## config.mk

```make
export PLATFORM = sky130hd
export DESIGN_NAME = preg_release_sched
export DESIGN_NICKNAME = d
export VERILOG_FILES = /design/src/rtl/backend_types.sv /design/src/rtl/preg_release_fifo.sv /design/src/rtl/preg_release_sched.sv
export SDC_FILE = /design/constraint.sdc
export NUM_CORES = 1
export LEC_CHECK = 0
export CAP_MARGIN = 20
export CORE_MARGIN = 2
export CORE_UTILIZATION = 54
export CTS_BUF_LIST = sky130_fd_sc_hd__clkbuf_8
export DETAILED_ROUTE_END_ITERATION = 6
export MAX_ROUTING_LAYER = met4
export PLACE_DENSITY_LB_ADDON = 0.08
export SKIP_LAST_GASP = 1
export SYNTH_ARGS = -nofsm -noshare
export SYNTH_HDL_FRONTEND = slang
export SYNTH_SLANG_ARGS = --single-unit
```

## constraint.sdc

```tcl
create_clock -name clk -period 3.5 [get_ports clk]
set_input_delay 0.7 -clock clk [delete_from_list [all_inputs] [get_ports clk]]
set_output_delay 0.7 -clock clk [all_outputs]
set_load 0.005 [all_outputs]
```

## src/rtl/backend_types.sv

```systemverilog
// Shared backend types: physical register width, release queue depth and the
// release scheduler state encoding.
package backend_types;

  localparam int PHYS_REG_WIDTH      = 7;
  localparam int RELEASE_QUEUE_DEPTH = 4;

  typedef enum logic [1:0] {
    NORMAL = 2'd0,
    DRAIN  = 2'd1,
    DONE   = 2'd2
  } rel_state_t;

endpackage

```

## src/rtl/preg_release_fifo.sv

```systemverilog
// Two-write / one-read circular buffer with occupancy count. Entry 0 of a dual
// write lands at the tail, entry 1 right behind it; a lone push1 takes the tail.
module preg_release_fifo #(
  parameter  int DEPTH = 4,
  parameter  int W     = 7,
  localparam int AW    = $clog2(DEPTH),
  localparam int CW    = AW + 1
) (
  input  logic          clk,
  input  logic          rst,
  input  logic          push0,
  input  logic          push1,
  input  logic [W-1:0]  data0,
  input  logic [W-1:0]  data1,
  input  logic          pop,
  output logic [W-1:0]  head,
  output logic [CW-1:0] count
);

  logic [W-1:0]  mem [DEPTH];
  logic [AW-1:0] rd_ptr;
  logic [AW-1:0] wr_ptr;
  logic [AW-1:0] wr_ptr_1;
  logic [1:0]    n_push;
  logic [W-1:0]  first_data;

  assign n_push     = {1'b0, push0} + {1'b0, push1};
  assign wr_ptr_1   = wr_ptr + 1'b1;
  assign first_data = push0 ? data0 : data1;
  assign head       = mem[rd_ptr];

  // Pointers wrap naturally because DEPTH is a power of two.
  always_ff @(posedge clk or posedge rst) begin
    if (rst) begin
      rd_ptr <= '0;
      wr_ptr <= '0;
      count  <= '0;
    end else begin
      if (pop) rd_ptr <= rd_ptr + 1'b1;
      wr_ptr <= wr_ptr + AW'(n_push);
      count  <= count + CW'(n_push) - CW'(pop);
    end
  end

  always_ff @(posedge clk) begin
    if (push0 || push1) mem[wr_ptr] <= first_data;
    if (push0 && push1) mem[wr_ptr_1] <= data1;
  end

  always_ff @(posedge clk) begin
    if (!rst) begin
      assert (count + CW'(n_push) - CW'(pop) <= CW'(DEPTH));
      assert (!(pop && count == '0));
    end
  end

endmodule

```

## src/rtl/preg_release_sched.sv

```systemverilog
// Physical register release scheduler: buffers up to two commit releases per
// cycle and drains them one per cycle into the free list. RELEASE_BYPASS_EN
// lets lane 0 skip the queue when it is empty.
module preg_release_sched
  import backend_types::*;
#(
  parameter  int RQ_DEPTH = RELEASE_QUEUE_DEPTH,
  localparam int CW       = $clog2(RQ_DEPTH) + 1
) (
  input  logic                           clk,
  input  logic                           rst,
  input  logic [1:0]                     rel_valid,
  input  logic [1:0][PHYS_REG_WIDTH-1:0] rel_preg,
  output logic                           rel_ready,
  output logic                           fl_wen,
  output logic [PHYS_REG_WIDTH-1:0]      fl_wdata,
  input  logic                           fl_full,
  input  logic                           drain_req,
  output logic                           drain_done,
  output logic [CW-1:0]                  rq_count,
  output rel_state_t                     state_dbg
);

  // Handshake: a lane is taken in any cycle where rel_valid[i] && rel_ready;
  // commit holds rel_valid/rel_preg stable while rel_ready is low. The free
  // list takes fl_wdata in any cycle where fl_wen && !fl_full.

  localparam logic [CW-1:0] READY_MAX = CW'(RQ_DEPTH - 2);

  rel_state_t                state;
  rel_state_t                state_next;
  logic [CW-1:0]             count;
  logic [PHYS_REG_WIDTH-1:0] head;
  logic [1:0]                accept;
  logic                      bypass;
  logic                      push0;
  logic                      push1;
  logic                      pop;
  logic                      empty;

  assign empty = (count == '0);

  // rst gates the handshake so nothing is offered while reset is held.
  assign rel_ready = !rst && (state == NORMAL) && (count <= READY_MAX);
  assign accept    = rel_ready ? rel_valid : 2'b00;

`ifdef RELEASE_BYPASS_EN
  assign bypass = !rst && (state == NORMAL) && empty && !fl_full && rel_valid[0];
`else
  assign bypass = 1'b0;
`endif

  assign push0 = accept[0] && !bypass;
  assign push1 = accept[1];
  assign pop   = !empty && !fl_full;

  assign fl_wen     = !empty || bypass;
  assign fl_wdata   = bypass ? rel_preg[0] : head;
  assign rq_count   = count;
  assign drain_done = (state == DONE);
  assign state_dbg  = state;

  always_ff @(posedge clk or posedge rst) begin
    if (rst) state <= NORMAL;
    else     state <= state_next;
  end

  always_comb begin
    state_next = state;
    case (state)
      NORMAL:  if (drain_req) state_next = DRAIN;
      DRAIN:   if (empty) state_next = DONE;
      DONE:    state_next = NORMAL;
      default: state_next = NORMAL;
    endcase
  end

  preg_release_fifo #(
    .DEPTH (RQ_DEPTH),
    .W     (PHYS_REG_WIDTH)
  ) u_fifo (
    .clk   (clk),
    .rst   (rst),
    .push0 (push0),
    .push1 (push1),
    .data0 (rel_preg[0]),
    .data1 (rel_preg[1]),
    .pop   (pop),
    .head  (head),
    .count (count)
  );

endmodule

```

==> metrics.md, run 1 <==
| Metric | Value |
|---|---|
| Fillers | around 220 |
| Num CTS Buffers | 5 |
| Routed wire length per instance | 18.2 um |
| Crit path DAT | 3.23 ns |
| Fin crit period | approximately 3.1 ns |
| Reg power frac | a little over two fifths |
| Critical Path Fanout Max | 5 |
| Setup TNS Final | 0 ns |
| Clk sinks | 37 |
| Post-Syn Instances | 123 |
| GR Util met1 | 25.4% |
| Layout area overhead | 28.4% |
| Number of routed nets with antenna violations | 0 |
| Via density | 5.62 |
| Area of the mapped netlist | 1950 sq um |
| Lkg Pwr | 0.901 nW |
| First-pass GRT wire length | slightly above 6 mm |
| Max-slew headroom | approximately 64% |
| Synth Warn # | 0 |
| Number of detailed-route iterations in the first pass | 4 |
| Core Area | 3390 sq um |
| Drt initial violations | 100 |
| Worst r2r path cells | 9 |
| Flops & latches, synth | 37 |
| Htree depth | 2 |
| Initial Util | 57.4% |
| WP depth | 10 |
| Largest net degree at the start of global routing | 14 |
| DP HPWL | 2.88 mm |
| Tightest Pin Transition | about 0.54 ns |
| Worst hold-check path type | register to register |
| Syn_area_per_cell | 15.8 sq um |
| # IOs | 35 |
| Sw Ratio | 30.3% |
| Comb pwr share | 34.8% |
| Unrepaired setup endpoints after global routing | false |
| I/O Buffers | 34 |
| Placer Congestion | 0.876 |
| Total gr overflow | 0 |
| CP required | 3.67 ns |
| Hold depth | 1 |
| Hold Vio Cnt, Final | 0 |
| Reg2Reg Setup Slack | about 0.73 ns |
| Crit Reg-Reg Startpoint | state_dbg[0]$_DFFE_PP0P_ |
| Die area | 4100 sq um |
| Antenna diodes | 0 |
| Root Buffer | clkbuf_8 |
| Nets | 195 |
| Sequential area share after synthesis | 54.8% |
| Max-slew violation count | 0 |
| CTS Buffer Depth | 2 |
| CP most frequent cell | ha_1 |
| Clock transition at the registers of the reported paths | roughly 0.080 ns |
| Post-synth top area share | 43.2% |
| CP max stage cell | clkdlybuf4s50_1 |
| Crit-path cells | clkdlybuf4s50_1, nor4_4, a21boi_0, and2_1, ha_1, inv_1, ha_1, fa_1, xor2_1, xnor2_1 |
| # DRC | 0 |
| Overall routed net length | 3.91 mm |
| Worst Setup End Kind | register |
| Worst Hold End | state_dbg[0]$_DFFE_PP0P_ |
| Row cnt | 21 |
| FF-to-FF End | u_fifo.count[2]$_DFF_PP0_ |
| Synth Net Count | 150 |
| Busiest grt layer | met2 |
| Hold-fix buffers, CTS | 0 |
| Count of cell types in the netlist | 28 |
| Post-CTS Setup Inserts | 0 |
| Maximum vdd drop | approximately 380 uV |
| Worst Setup Slack, final | 0.442 ns |
| Placed cells | ~210 |
| Commonest cells post-synth | 28 x edfxtp_1, 28 x mux2_2, 10 x inv_1 |
| Max Fclk | ~330 MHz |
| Main synth FF type | edfxtp_1 |
| Critical path launch point type | primary input |
| Final setup vio count | 0 |
| Post-synth ARST share | 24.3% |
| Internal power | 0.00117 W |
| Vias in the first global route | 1284 |
| Final non-filler cell total | 215 |
| Final Cycle Share | 87.4% |
| GRT Total Usage | between 20% and 30% |
| Die width | 64.0 um |
| Net Switching | 0.000511 W |
| Pre-CTS WS | 0.150 ns |
| Layout cells sized above 1 | between 30% and 40% |
| Clock Skew | ~0.0049 ns |
| Worst Path Buf+Inv | 2 |
| Top cells by area, synth | edfxtp_1 43%, mux2_2 16%, dfrtp_1 12% |
| Clock latency on the worst-skew pair | 0.29 ns |
| M3 GR Usage | 5.63% |
| Outcome | completed |
| Initial antenna violation count | 0 |
| Kind of critical path | primary input to register |
| Max stage delay on crit path | 0.47 ns |
| Post-CTS Resized | 0 |
| Worst hold start | state_dbg[1]$_DFFE_PP0P_ |
| CTS tree | yes |
| Top delay family on crit path | adder cells |
| Clock power share | 22.2% |
| Area leader, netlist | edfxtp_1 |
| Cell Pwr Density | 675 nW/um^2 |
| Post-synth EDFFs | 28 |
| Die H | 64.0 um |
| GR Util met2 | 35.9% |
| Via count | 1209 |
| Max_cap viols | 0 |
-- layout make-up --
type                    instances  area, sq um  share of cell area, %
clock buffers                   5         68.8                   2.76
clock inverters                 3         46.3                   1.85
inverters                      10         37.5                   1.50
multi-input cells              72          821                   32.9
flip-flops and latches         37         1070                   42.7
well taps                      46         57.6                   2.30
repair buffers                 42          400                   16.0
-- stage by stage --
step | hold WS (ns) | utilization, % | total power [W] | cell area, sq um
2_1_floorplan | 0.473 | - | 0.00104 | 1950
3_3_place_gp | 0.535 | 70.3 | 0.00130 | 2380
3_5_place_dp | 0.557 | 70.3 | 0.00133 | 2380
4_1_cts | 0.569 | 73.7 | 0.00171 | 2500
5_1_grt | 0.584 | 73.7 | 0.00178 | 2500
6_report | 0.581 | 73.7 | 0.00169 | 2500
-- registers in the layout (all words and copies together), names as in the netlist --
signal	flops
state_dbg	2
u_fifo.mem	28
u_fifo.wr_ptr	2
u_fifo.rd_ptr	2
u_fifo.count	3
-- metal layers --
layer | part of all wire (%) | vias up | routed length (um)
li1 | - | 558 | -
met1 | 40 | 609 | 1580
met2 | 54 | 38 | 2120
met3 | 4.1 | 4 | 162
met4 | 1.1 | 0 | 44
met5 | 0 | - | 0
-- kinds of logic (layout without fill, tap and decap cells) --
logic type | count (synthesis) | after routing | synth area share [%]
and+or+nand+nor | 15 | 15 | 5.72
buffers and inverters | 14 | 60 | 3.02
AOI/OAI and AO/OA | 9 | 9 | 4.57
DFF | 37 | 37 | 54.8
muxes | 35 | 35 | 24.3
xor gates and xnor gates | 6 | 6 | 2.70
adders and majority gates | 7 | 7 | 4.89
-- worst max path at each step --
stage	startpoint	end	slack (ns)
after floorplan	rst	u_fifo.count[2]$_DFF_PP0_	0.56
after global placement	rst	u_fifo.count[2]$_DFF_PP0_	0.28
after detailed placement	rst	u_fifo.count[2]$_DFF_PP0_	0.15
after CTS	rst	u_fifo.count[2]$_DFF_PP0_	0.46
after global routing	rst	u_fifo.count[2]$_DFF_PP0_	0.30
final	rst	u_fifo.count[2]$_DFF_PP0_	0.44
-- power groups by stage --
stage / clock [W] / combinational, W / sequential, W
floorplan: 0 / 0.000388 / 0.000649
global placement: 0 / 0.000577 / 0.000726
detailed placement: 0 / 0.000593 / 0.000738
CTS: 0.000383 / 0.000596 / 0.000728
global route: 0.000406 / 0.000634 / 0.000744
finish: 0.000373 / 0.000587 / 0.000725
-- cell usage in the layout (no fill, tap or decap), drive strengths merged --
master and count:
xor2 3, nor3 1, nor4 1, clkinvlp 1
clkbuf 5, mux2 28, nand3 3, clkdlybuf4s50 34
a21boi 2, xnor2 3, ha 6, mux4 7
fa 1, nor2 3, o31ai 2, nand3b 1
buf 8, nand2 1, a211oi 3, clkinv 1
bufinv 1, and2b 1, o311ai 2, nor3b 2
inv 10, and2 2, edfxtp 28, dfrtp 9
(Power assumes the default switching activity.)
==> inputs of run 2 (changes only) <==
--- a/config.mk
+++ b/config.mk
@@ -7,7 +7,7 @@
 export LEC_CHECK = 0
 export CAP_MARGIN = 20
 export CORE_MARGIN = 2
-export CORE_UTILIZATION = 54
+export CORE_UTILIZATION = 50
 export CTS_BUF_LIST = sky130_fd_sc_hd__clkbuf_8
 export DETAILED_ROUTE_END_ITERATION = 6
 export MAX_ROUTING_LAYER = met4
==> metrics.md, run 2 (same netlist as run 1, synthesis figures left out) <==
| Metric | Value |
|---|---|
| Outcome | completed |
| Critical path launch point type | primary input |
| Number of flip-flops in the largest register | 28 (unchanged) |
| Largest net degree at the start of global routing | 12 (-2) |
| Worst Setup Slack, final | 0.522 ns (+0.0798 ns) |
| Via density | 5.38 (-4.3%) |
| Reg power frac | 45.4% (+2.4 points) |
| Layout cells sized above 1 | 33.9% (-0.98 points) |
| Routed wire length per instance | 16.7 um (-8.3%) |
| Drt initial violations | 96 (-4.0%) |
| CP max stage cell | clkdlybuf4s50_1 |
| Initial antenna violation count | 0 (unchanged) |
| CP required | 3.67 ns (about the same) |
| Via count | 1163 (-3.8%) |
| Number of detailed-route iterations in the first pass | 4 (unchanged) |
| Critical path origin | rst |
| # DRC | 0 (unchanged) |
| Maximum vdd drop | 312 uV (-19%) |
| Clock latency on the worst-skew pair | 0.28 ns (about the same) |
| Most frequent cells in the layout | 34 x clkdlybuf4s50_1, 28 x mux2_2, 28 x edfxtp_1 |
| Most flops, register | u_fifo.mem |
| Hold-fix buffers, CTS | 0 (unchanged) |
| I/O Buffers | 34 (unchanged) |
| Kind of critical path | primary input to register |
| Comb pwr share | 37.0% (+2.2 points) |
| Worst hold-check path type | register to register |
| Max-slew violation count | 0 (unchanged) |
| Crit path DAT | 3.15 ns (-0.08 ns) |
| Post-CTS Resized | 0 (unchanged) |
| Initial Util | 52.7% (-4.7 points) |
| Multi-input gate area | 821 sq um (unchanged) |
| Hold Vio Cnt, Final | 0 (unchanged) |
| CTS Buffer Depth | 2 (unchanged) |
| Reg2Reg Setup Slack | 0.81 ns (+0.08 ns) |
| Clock Skew | 0.00771 ns (+0.00284 ns) |
| Row cnt | 22 (+4.8%) |
| Max Fclk | 336 MHz (+2.7%) |
| Post-CTS Setup Inserts | 0 (unchanged) |
| Clock power share | 17.6% (-4.6 points) |
| Layout area overhead | 26.7% |
| Worst Setup End Kind | register |
| Num CTS Buffers | 5 (unchanged) |
| Lkg Pwr | 0.885 nW (-1.9%) |
| DP HPWL | 2.57 mm (-11%) |
| Final setup vio count | 0 (unchanged) |
| Net Switching | 0.000487 W (-4.7%) |
| Die area | 4410 sq um (+7.5%) |
| CP most frequent cell | ha_1 |
| Antenna diodes | 0 (unchanged) |
| Placer Congestion | 0.764 (-13%) |
| Max-slew headroom | 65.0% (+1.1 points) |
| GRT Total Usage | 19.2% (-2.5 points) |
| Overall routed net length | 3.60 mm (-7.9%) |
| Hold depth | 1 (unchanged) |
| Crit-path cells | clkdlybuf4s50_1, nor4_4, a21boi_0, and2_1, ha_1, inv_1, ha_1, fa_1, xor2_1, xnor2_1 |
| End of the critical path | u_fifo.count[2]$_DFF_PP0_ |
| CTS tree | yes |
| Biggest regs | u_fifo.mem (28), u_fifo.count (3) |
| Pre-CTS WS | 0.209 ns (+0.0591 ns) |
| Root Buffer | clkbuf_8 |
| Worst r2r path cells | 9 (unchanged) |
| Final Cycle Share | 85.1% (-2.3 points) |
| Setup TNS Final | 0 ns (unchanged) |
| Cell Pwr Density | 642 nW/um^2 (-4.9%) |
| Max_cap viols | 0 (unchanged) |
| Htree depth | 2 (unchanged) |
| Die H | 66.4 um (+3.7%) |
| Fin crit period | 2.98 ns (-0.0798 ns) |
| Tightest Pin Transition | 0.525 ns (-0.0166 ns) |
| Crit Reg-Reg Startpoint | state_dbg[0]$_DFFE_PP0P_ |
| First-pass GRT wire length | 5.80 mm (-5.9%) |
| Critical Path Fanout Max | 5 (unchanged) |
| Core Area | 3690 sq um (+8.8%) |
| Internal power | 0.00109 W (-6.7%) |
| Total gr overflow | 0 (unchanged) |
| Sw Ratio | 30.8% (+0.46 points) |
| Fillers | 274 (+25%) |
| Nets | 195 (unchanged) |
| Vias in the first global route | 1194 (-7.0%) |
| FF-to-FF End | u_fifo.count[2]$_DFF_PP0_ |
| Die width | 66.4 um (+3.7%) |
| Max stage delay on crit path | 0.46 ns (about the same) |
| # IOs | 35 (unchanged) |
| Clk sinks | 37 (unchanged) |
| Unrepaired setup endpoints after global routing | false |
| Commonest non-fill, non-tap cell in the layout | clkdlybuf4s50_1 |
| Number of routed nets with antenna violations | 0 (unchanged) |
| FF/Latch Area | 1070 sq um (unchanged) |
| Clock transition at the registers of the reported paths | 0.07 ns (about the same) |
## run 2: worst min-delay path by stage
stage	from	endpoint	slack (ns)
6_report	state_dbg[1]$_DFFE_PP0P_	state_dbg[0]$_DFFE_PP0P_	0.56
2_1_floorplan	u_fifo.wr_ptr[0]$_DFF_PP0_	u_fifo.wr_ptr[0]$_DFF_PP0_	0.47
4_1_cts	state_dbg[1]$_DFFE_PP0P_	state_dbg[0]$_DFFE_PP0P_	0.55
3_3_place_gp	state_dbg[1]$_DFFE_PP0P_	state_dbg[0]$_DFFE_PP0P_	0.53
3_5_place_dp	state_dbg[1]$_DFFE_PP0P_	state_dbg[0]$_DFFE_PP0P_	0.55
5_1_grt	state_dbg[1]$_DFFE_PP0P_	state_dbg[0]$_DFFE_PP0P_	0.57
## run 2: area by class of cell
type / instances / area share [%]
clock inverter: 2 / 0.457
inverter: 10 / 1.52
multi-input combinational: 72 / 33.3
sequential: 37 / 43.2
tap: 48 / 2.44
timing repair buffer: 42 / 16.2
clock buffer: 5 / 2.79
## run 2: critical path, delay by kind of cell
kind                       cells  cell delay (ns)
AOI/OAI and AO/OA              1             0.26
xor gates and xnor gates       2             0.28
adders and majority gates      3             1.00
buffers and inverters          2             0.57
and+or+nand+nor                2             0.33
## run 2: stage by stage
stage	util, %	area [sq um]	power, W	hold slack [ns]	cells
3_3_place_gp	64.7	2380	0.00131	0.525	209
6_report	66.8	2460	0.00158	0.557	216
5_1_grt	66.8	2460	0.00169	0.573	216
3_5_place_dp	64.7	2380	0.00133	0.547	209
4_1_cts	66.8	2460	0.00161	0.549	216
2_1_floorplan	-	1950	0.00104	0.473	123
## run 2: power groups by stage
stage / Combinational (W) / Clock, W / Sequential (W)
after floorplan: 0.000388 / 0 / 0.000649
after CTS: 0.000597 / 0.000287 / 0.000722
final: 0.000585 / 0.000278 / 0.000719
after global routing: 0.000646 / 0.000305 / 0.000741
after global placement: 0.000580 / 0 / 0.000727
after detailed placement: 0.000596 / 0 / 0.000730
## run 2: routing by layer
layer / vias up / GRT usage [%] / share of wire, %
met5: - / - / 0
met4: 0 / 5.36 / 1.1
met3: 5 / 5.62 / 4.3
met2: 25 / 30.6 / 52
met1: 569 / 24.0 / 42
li1: 564 / - / -
